==> config.mk <==
export PLATFORM = sky130hd
export DESIGN_NAME = recip_arbiter
export DESIGN_NICKNAME = d
export VERILOG_FILES = /design/src/rtl/recip_arbiter.sv
export SDC_FILE = /design/constraint.sdc
export NUM_CORES = 1
export LEC_CHECK = 0
export BUFFER_PORTS_ARGS = -buffer_cell sky130_fd_sc_hd__buf_2
export CAP_MARGIN = 0
export CORE_MARGIN = 2
export CORE_UTILIZATION = 45
export CTS_CLUSTER_SIZE = 10
export DETAILED_ROUTE_END_ITERATION = 8
export HOLD_SLACK_MARGIN = 0.15
export PLACE_DENSITY_LB_ADDON = 0.08
export REMOVE_ABC_BUFFERS = 1
export SETUP_SLACK_MARGIN = 0.3
export SLEW_MARGIN = 20
export SYNTH_ARGS = -nofsm -noshare
export SYNTH_HDL_FRONTEND = slang
export SYNTH_SLANG_ARGS = --single-unit
==> constraint.sdc <==
create_clock -name clk -period 1.8 [get_ports clk]
set_input_delay 0.09 -clock clk [delete_from_list [all_inputs] [get_ports clk]]
set_output_delay 0.09 -clock clk [all_outputs]
set_load 0.02 [all_outputs]
==> src/rtl/recip_arbiter.sv <==
// Round-robin arbiter sharing one combinational reciprocal unit between two requesters; grant to response in 2 edges, 3 cycles minimum per op.
// One transaction in flight; RESP holds the result until resp_ready, and no requester is accepted until it drains.
module recip_arbiter #(
   parameter int W = 16
) (
   input  logic         clk,
   input  logic         reset,
   input  logic         req0_valid,
   input  logic [W-1:0] req0_data,
   input  logic         req0_abs,
   output logic         req0_ready,
   input  logic         req1_valid,
   input  logic [W-1:0] req1_data,
   input  logic         req1_abs,
   output logic         req1_ready,
   output logic [W-1:0] o_recip_data,
   output logic         o_recip_abs,
   input  logic [W-1:0] i_recip_data,
   input  logic         i_recip_sat,
   output logic         resp_valid,
   output logic         resp_id,
   output logic [W-1:0] resp_data,
   output logic         resp_sat,
   input  logic         resp_ready
);

   typedef enum logic [1:0] {
      IDLE = 2'd0,
      CALC = 2'd1,
      RESP = 2'd2
   } state_t;

   typedef struct packed {
      logic [W-1:0] data;
      logic         abs;
      logic         id;
   } op_t;

   state_t state, state_nxt;
   op_t    op_q, op_nxt;
   logic   ptr_q, ptr_nxt;
   logic   grant_vld;
   logic   grant_id;

   // Pointer only breaks ties; a lone requester wins regardless of it.
   always_comb begin
      grant_vld = req0_valid | req1_valid;
      if (req0_valid && req1_valid) begin
         grant_id = ptr_q;
      end else begin
         grant_id = req1_valid;
      end
   end

   always_comb begin
      state_nxt  = state;
      op_nxt     = op_q;
      ptr_nxt    = ptr_q;
      req0_ready = 1'b0;
      req1_ready = 1'b0;
      resp_valid = 1'b0;
      case (state)
         IDLE: begin
            if (grant_vld && !reset) begin
               req0_ready = ~grant_id;
               req1_ready = grant_id;
               if (grant_id) begin
                  op_nxt.data = req1_data;
                  op_nxt.abs  = req1_abs;
                  op_nxt.id   = 1'b1;
               end else begin
                  op_nxt.data = req0_data;
                  op_nxt.abs  = req0_abs;
                  op_nxt.id   = 1'b0;
               end
               state_nxt = CALC;
            end
         end
         CALC: begin
            state_nxt = RESP;
         end
         RESP: begin
            resp_valid = 1'b1;
            if (resp_ready) begin
               ptr_nxt   = ~op_q.id;
               state_nxt = IDLE;
            end
         end
         default: begin
            state_nxt = IDLE;
         end
      endcase
   end

   always_ff @(posedge clk) begin
      if (reset) begin
         state     <= IDLE;
         op_q      <= '0;
         ptr_q     <= 1'b0;
         resp_data <= '0;
         resp_sat  <= 1'b0;
         resp_id   <= 1'b0;
      end else begin
         state <= state_nxt;
         op_q  <= op_nxt;
         ptr_q <= ptr_nxt;
         // Result is sampled once, the cycle the operand registers have been presented for.
         if (state == CALC) begin
            resp_data <= i_recip_data;
            resp_sat  <= i_recip_sat;
            resp_id   <= op_q.id;
         end
      end
   end

   assign o_recip_data = op_q.data;
   assign o_recip_abs  = op_q.abs;

endmodule

### Yosys cells after proc, flatten, opt, wreduce, memory -nomap -nowiden

Cells that the tools add are included.

| word-level totals | value |
|---|---|
| memory bits (read-only) | 0 |
| RAM bits | 0 |
| bits in latches | 0 |
| memories kept | 0 |
| input bits | 56 |
| register bits after elaboration | 39 |
| output and inout bits | 38 |
| logic and storage cells | 32 |

| cells by class | value |
|---|---|
| mux-type cells | 10 |
| eq/ne operators | 4 |
| $mul | 0 |
| bitwise operators | 3 |
| $add $sub $neg | 0 |
| divide/modulo/power cells | 0 |
| reduce and logical (&&, ||, !) cells | 7 |
| shift-type cells | 0 |
| $lt $le $gt $ge | 0 |

Operators with widths:

| cell | count |
|---|---|
| $mux W18 | 1 |
| $mux W1 | 6 |
| $pmux W2 S3 | 1 |
| $reduce_and A2 Y1 | 3 |
| $mux W2 | 2 |
| $ne A2 B2 Y1 const B | 2 |
| $eq A2 B1 Y1 const B | 1 |
| $eq A2 B2 Y1 const B | 1 |
| $logic_and A1 B1 Y1 | 2 |
| $logic_not A2 Y1 | 1 |
| $not A1 Y1 | 2 |
| $logic_not A1 Y1 | 1 |
| $or A1 B1 Y1 | 1 |

### Longest topological paths before layout

| depth | value |
|---|---|
| depth in word-level cells | 5 |
| gate-level depth with buffers | 7 |
| gate-level depth less buffers | 3 |

### Least setup slack after synthesis

No wires, ideal clock.

| timing path | value |
|---|---|
| kind | reg2reg |
| from | register state[0] |
| to | register op_q[0] (netlist name) |
| slack | 0.203 ns |
| library setup time | 0.060 ns |
| period minus slack after synthesis | 1.597 ns |
| required time | 1.740 ns |
| data arrival time | 1.537 ns |
| stages on the path, launching flop included | 5 |
| buffers on the path | 1 |
| path through | dfxtp_1 > nor3_1 > buf_2 > nor3b_1 > o21ba_1 |

| between the ends | value |
|---|---|
| word-level cells in the longest chain between the ends | 2 |

Ends and longest elaborated chain:

| item | line | source |
|---|---|---|
| from (decl) | 39 | `state_t state, state_nxt;` |
| from (signal assigned) | 104 | `state <= state_nxt;` |
| $logic_not A2 Y1 | 62 | `case (state)` |
| $reduce_and A2 Y1 (no source line) | n/a |  |
| to (signal assigned) | 105 | `op_q <= op_nxt;` |
| to (decl) | 40 | `op_t op_q, op_nxt;` |

No other way between the ends.
A chain may end at the register's enable or synchronous reset.

### Final worst setup path

| timing path | value |
|---|---|
| from | register state[1] |
| to | output port req1_ready |

| between the ends | value |
|---|---|
| word-level cells in the longest chain between the ends | 2 |

Ends and longest elaborated chain:

| item | line | source |
|---|---|---|
| $logic_not A2 Y1 | 62 |  |
| $mux W1 | 62 |  |
| to (decl) | 15 | `output logic req1_ready,` |

No other way between the ends.

==> impl_metrics.prom <==
# TYPE chip_impl_metric gauge
chip_impl_metric{name="dpl.hpwl",unit="mm"} 2.95
chip_impl_metric{name="final_cell_area",unit="sq um"} 2880
chip_impl_metric{name="drt-pass1-iter-count",unit=""} 4
chip_impl_info{name="crit_path_start_kind",value="flop"} 1
chip_impl_metric{name="period_needed",unit="ns"} 1.45
chip_impl_metric{name="rel_slew_slack",unit="%"} 70.6
chip_impl_metric{name="power.leakage",unit="nW"} 1.25
chip_impl_metric{name="grt_overflow_total",unit=""} 0
chip_impl_metric{name="crit_fanout",unit=""} 8
chip_impl_metric{name="synth-async-reset-ratio",unit="%"} 0
chip_impl_info{name="synth_top_cells_by_area",value="dfxtp_1 42%, a21oi_1 10%, nand2_1 7.4%"} 1
chip_impl_metric{name="synth_cell_types",unit=""} 23
chip_impl_metric{name="synth.top_cell.area_share",unit="%"} 42.5
chip_impl_metric{name="pre_cts_worst_setup_slack",unit="ns"} 0.431
chip_impl_metric{name="drt-vias-per-instance",unit=""} 5.04
chip_impl_info{name="holdCritStartpoint",value="req1_valid"} 1
chip_impl_metric{name="grt_use_total",unit="%"} 23.2
chip_impl_metric{name="wl_per_cell",unit="um"} 13.6
chip_impl_metric{name="max_cap_violations",unit=""} 0
chip_impl_metric{name="syn_avg_cell_area",unit="sq um"} 8.63
chip_impl_metric{name="synth-edff-count",unit=""} 0
chip_impl_metric{name="core_area",unit="sq um"} 3970
chip_impl_metric{name="port-buffer-count",unit=""} 93
chip_impl_metric{name="dpl_cell_area",unit="sq um"} 2200
chip_impl_metric{name="ys_warn_count",unit=""} 0
chip_impl_metric{name="tightest_slew",unit="ns"} 0.441
chip_impl_metric{name="floorplan.initialDensity",unit="%"} 46.3
chip_impl_info{name="synth_top_cell_by_area",value="dfxtp_1"} 1
chip_impl_metric{name="fp.dieW",unit="um"} 67.9
chip_impl_metric{name="cts-root-to-sink-buffers",unit=""} 2
chip_impl_info{name="cts_root_buffer",value="clkbuf_8"} 1
chip_impl_metric{name="drc_errors",unit=""} 0
chip_impl_metric{name="worst_clock_skew",unit="ns"} 0.00524
chip_impl_metric{name="boundaryPins",unit=""} 94
chip_impl_metric{name="path_clk_slew",unit="ns"} 0.07
chip_impl_metric{name="design.die.area",unit="sq um"} 4610
chip_impl_metric{name="cp.arrival",unit="ns"} 1.36
chip_impl_info{name="timing.hold.worst.class",value="in2reg"} 1
chip_impl_metric{name="final_hold_viol_count",unit=""} 0
chip_impl_metric{name="power.ir.vdd_worst",unit="mV"} 0.322
chip_impl_metric{name="route.final.wire_length",unit="mm"} 5.33
chip_impl_info{name="status",value="finished clean"} 1
chip_impl_metric{name="finalNetCount",unit=""} 398
chip_impl_metric{name="n_antenna_cell",unit=""} 0
chip_impl_metric{name="synthToLayoutAreaGrowth",unit="%"} 56.5
chip_impl_metric{name="setup_ws",unit="ns"} 0.348
chip_impl_metric{name="grt_pass1_vias",unit=""} 1780
chip_impl_metric{name="synthesis.instances",unit=""} 213
chip_impl_metric{name="synth.cell_area",unit="sq um"} 1840
chip_impl_metric{name="antenna_violations_before_repair",unit=""} 0
chip_impl_metric{name="cts_made_buffers",unit=""} 5
chip_impl_metric{name="worst_skew_pair.late_latency",unit="ns"} 0.29
chip_impl_metric{name="ctsHtreeMaxLevel",unit=""} 2
chip_impl_metric{name="cp.required",unit="ns"} 1.71
chip_impl_metric{name="final_antenna_net_count",unit=""} 0
chip_impl_metric{name="cts_sinks",unit=""} 39
chip_impl_metric{name="grt_first_pass_wirelength",unit="mm"} 8.03
chip_impl_info{name="crit_path_start",value="state[1]"} 1
chip_impl_metric{name="chipHeight",unit="um"} 67.9
chip_impl_info{name="grt_setup_unrepaired",value="true"} 1
chip_impl_metric{name="postSynthRegisterBits",unit=""} 39
chip_impl_metric{name="vias",unit=""} 1982
chip_impl_metric{name="grt_max_degree",unit=""} 39
chip_impl_metric{name="drtIter0Drc",unit=""} 127
chip_impl_metric{name="finalCritPeriodShare",unit="%"} 80.7
chip_impl_metric{name="setup_violations",unit=""} 0
chip_impl_metric{name="achievable-frequency",unit="MHz"} 689
chip_impl_info{name="cts_tree",value="built"} 1
chip_impl_info{name="ys.flop_type",value="dfxtp_1"} 1
chip_impl_info{name="critPathCaptureType",value="primary output"} 1
chip_impl_info{name="worst-setup-path-type",value="reg2out"} 1
chip_impl_metric{name="final_replace_weighted_congestion",unit=""} 0.714
chip_impl_metric{name="placement_rows",unit=""} 23
chip_impl_metric{name="slew_viol_final",unit=""} 0
chip_impl_metric{name="synth.yosys.seq_area_share",unit="%"} 42.5
chip_impl_metric{name="pwr_density_cell",unit="nW/um^2"} 739
chip_impl_metric{name="drive_gt1_share",unit="%"} 36.7
chip_impl_info{name="worstReg2RegStart",value="state[1]"} 1
-- sequential cells by signal, summed over array words and instances (netlist names) --
signal	count
o_recip_abs	1
o_recip_data	16
op_q	1
ptr_q	1
resp_data	16
resp_id	1
resp_sat	1
state	2
-- logic make-up after synthesis --
kind of cell,count (synthesis),synth area share [%]
AOI/OAI and AO/OA,75,27.4
and+or+nand+nor,62,17.5
DFF,39,42.5
buffers and inverters,37,12.7
-- Yosys cell counts (all sizes together), types with 2 or more instances --
cell     n
a311oi  18
clkbuf  11
buf     25
a21oi   37
nand2   36
nor2b    3
nand2b   2
o21ai   17
dfxtp   39
nand3b  17
-- power by group --
| group | leakage (nW) | internal [mW] | switching [mW] |
|---|---|---|---|
| Clock | 0.0422 | 0.272 | 0.288 |
| Sequential | 0.320 | 0.932 | 0.0382 |
| Combinational | 0.892 | 0.286 | 0.310 |
| Total | 1.25 | 1.49 | 0.636 |
-- worst max-delay path: stages (launching register included) --
cell	delay [ns]
dfxtp_2	0.34
nor3_4	0.20
buf_6	0.16
nor3b_4	0.22
buf_6	0.15
-- repair_timing --
action                                 in CTS  in global routing
gates cloned                                0                  0
setup buffers                               1                  4
gates resized for setup                     1                  7
endpoints found under the hold margin      36                  0
hold buffers                               52                  0
setup endpoints to repair                   2                  2
pin swaps                                   1                  1
-- cell usage in the layout (no fill, tap or decap), types with 2 or more instances in the layout --
master / Yosys / final
buf_4: 16 / 11
a21oi_1: 37 / 37
o21ai_0: 16 / 16
dfxtp_1: 39 / 38
buf_6: 4 / 3
nor2b_1: 3 / 2
clkbuf_1: 11 / 2
clkbuf_8: 0 / 5
nand2_1: 36 / 36
buf_2: 3 / 92
a311oi_1: 10 / 10
nand2b_1: 2 / 2
nand3b_1: 17 / 17
dlygate4sd3_1: 0 / 52
a311oi_2: 8 / 8
-- stage by stage --
| step | hold slack [ns] | instances | util [%] | setup TNS, ns | power, mW |
|---|---|---|---|---|---|
| 2_1_floorplan | 0.158 | 177 | - | -5.04 | 1.25 |
| 3_3_place_gp | 0.326 | 328 | 55.5 | 0 | 1.46 |
| 3_5_place_dp | 0.324 | 328 | 55.5 | 0 | 1.47 |
| 4_1_cts | 0.161 | 389 | 71.0 | 0 | 2.11 |
| 5_1_grt | 0.184 | 393 | 72.4 | 0 | 2.24 |
| 6_report | 0.161 | 393 | 72.4 | 0 | 2.13 |
-- layer usage --
| metal | global-route usage [%] | part of all wire (%) |
|---|---|---|
| met5 | 0 | 0 |
| met2 | 39.2 | 49 |
| met4 | 9.25 | 1.7 |
| met1 | 27.4 | 42 |
| met3 | 7.24 | 6.5 |
-- layout make-up --
cell class	instances	area, sq um
repair buffers	158	1100
flip-flops and latches	39	782
well taps	50	62.6
clock buffers	7	76.3
multi-input cells	137	850
inverters	1	3.75
fillers	306	1090
clock inverters	1	5.00
-- final timing paths --
| kind | to | slack (ns) | cells past startpoint |
|---|---|---|---|
| max | req1_ready | 0.35 | 4 |
| min | o_recip_data[13] | 0.16 | 3 |
| max reg2reg | o_recip_data[10] | 0.51 | 6 |
| min reg2reg | resp_data[1] | 0.45 | 2 |
(Power assumes the default switching activity.)
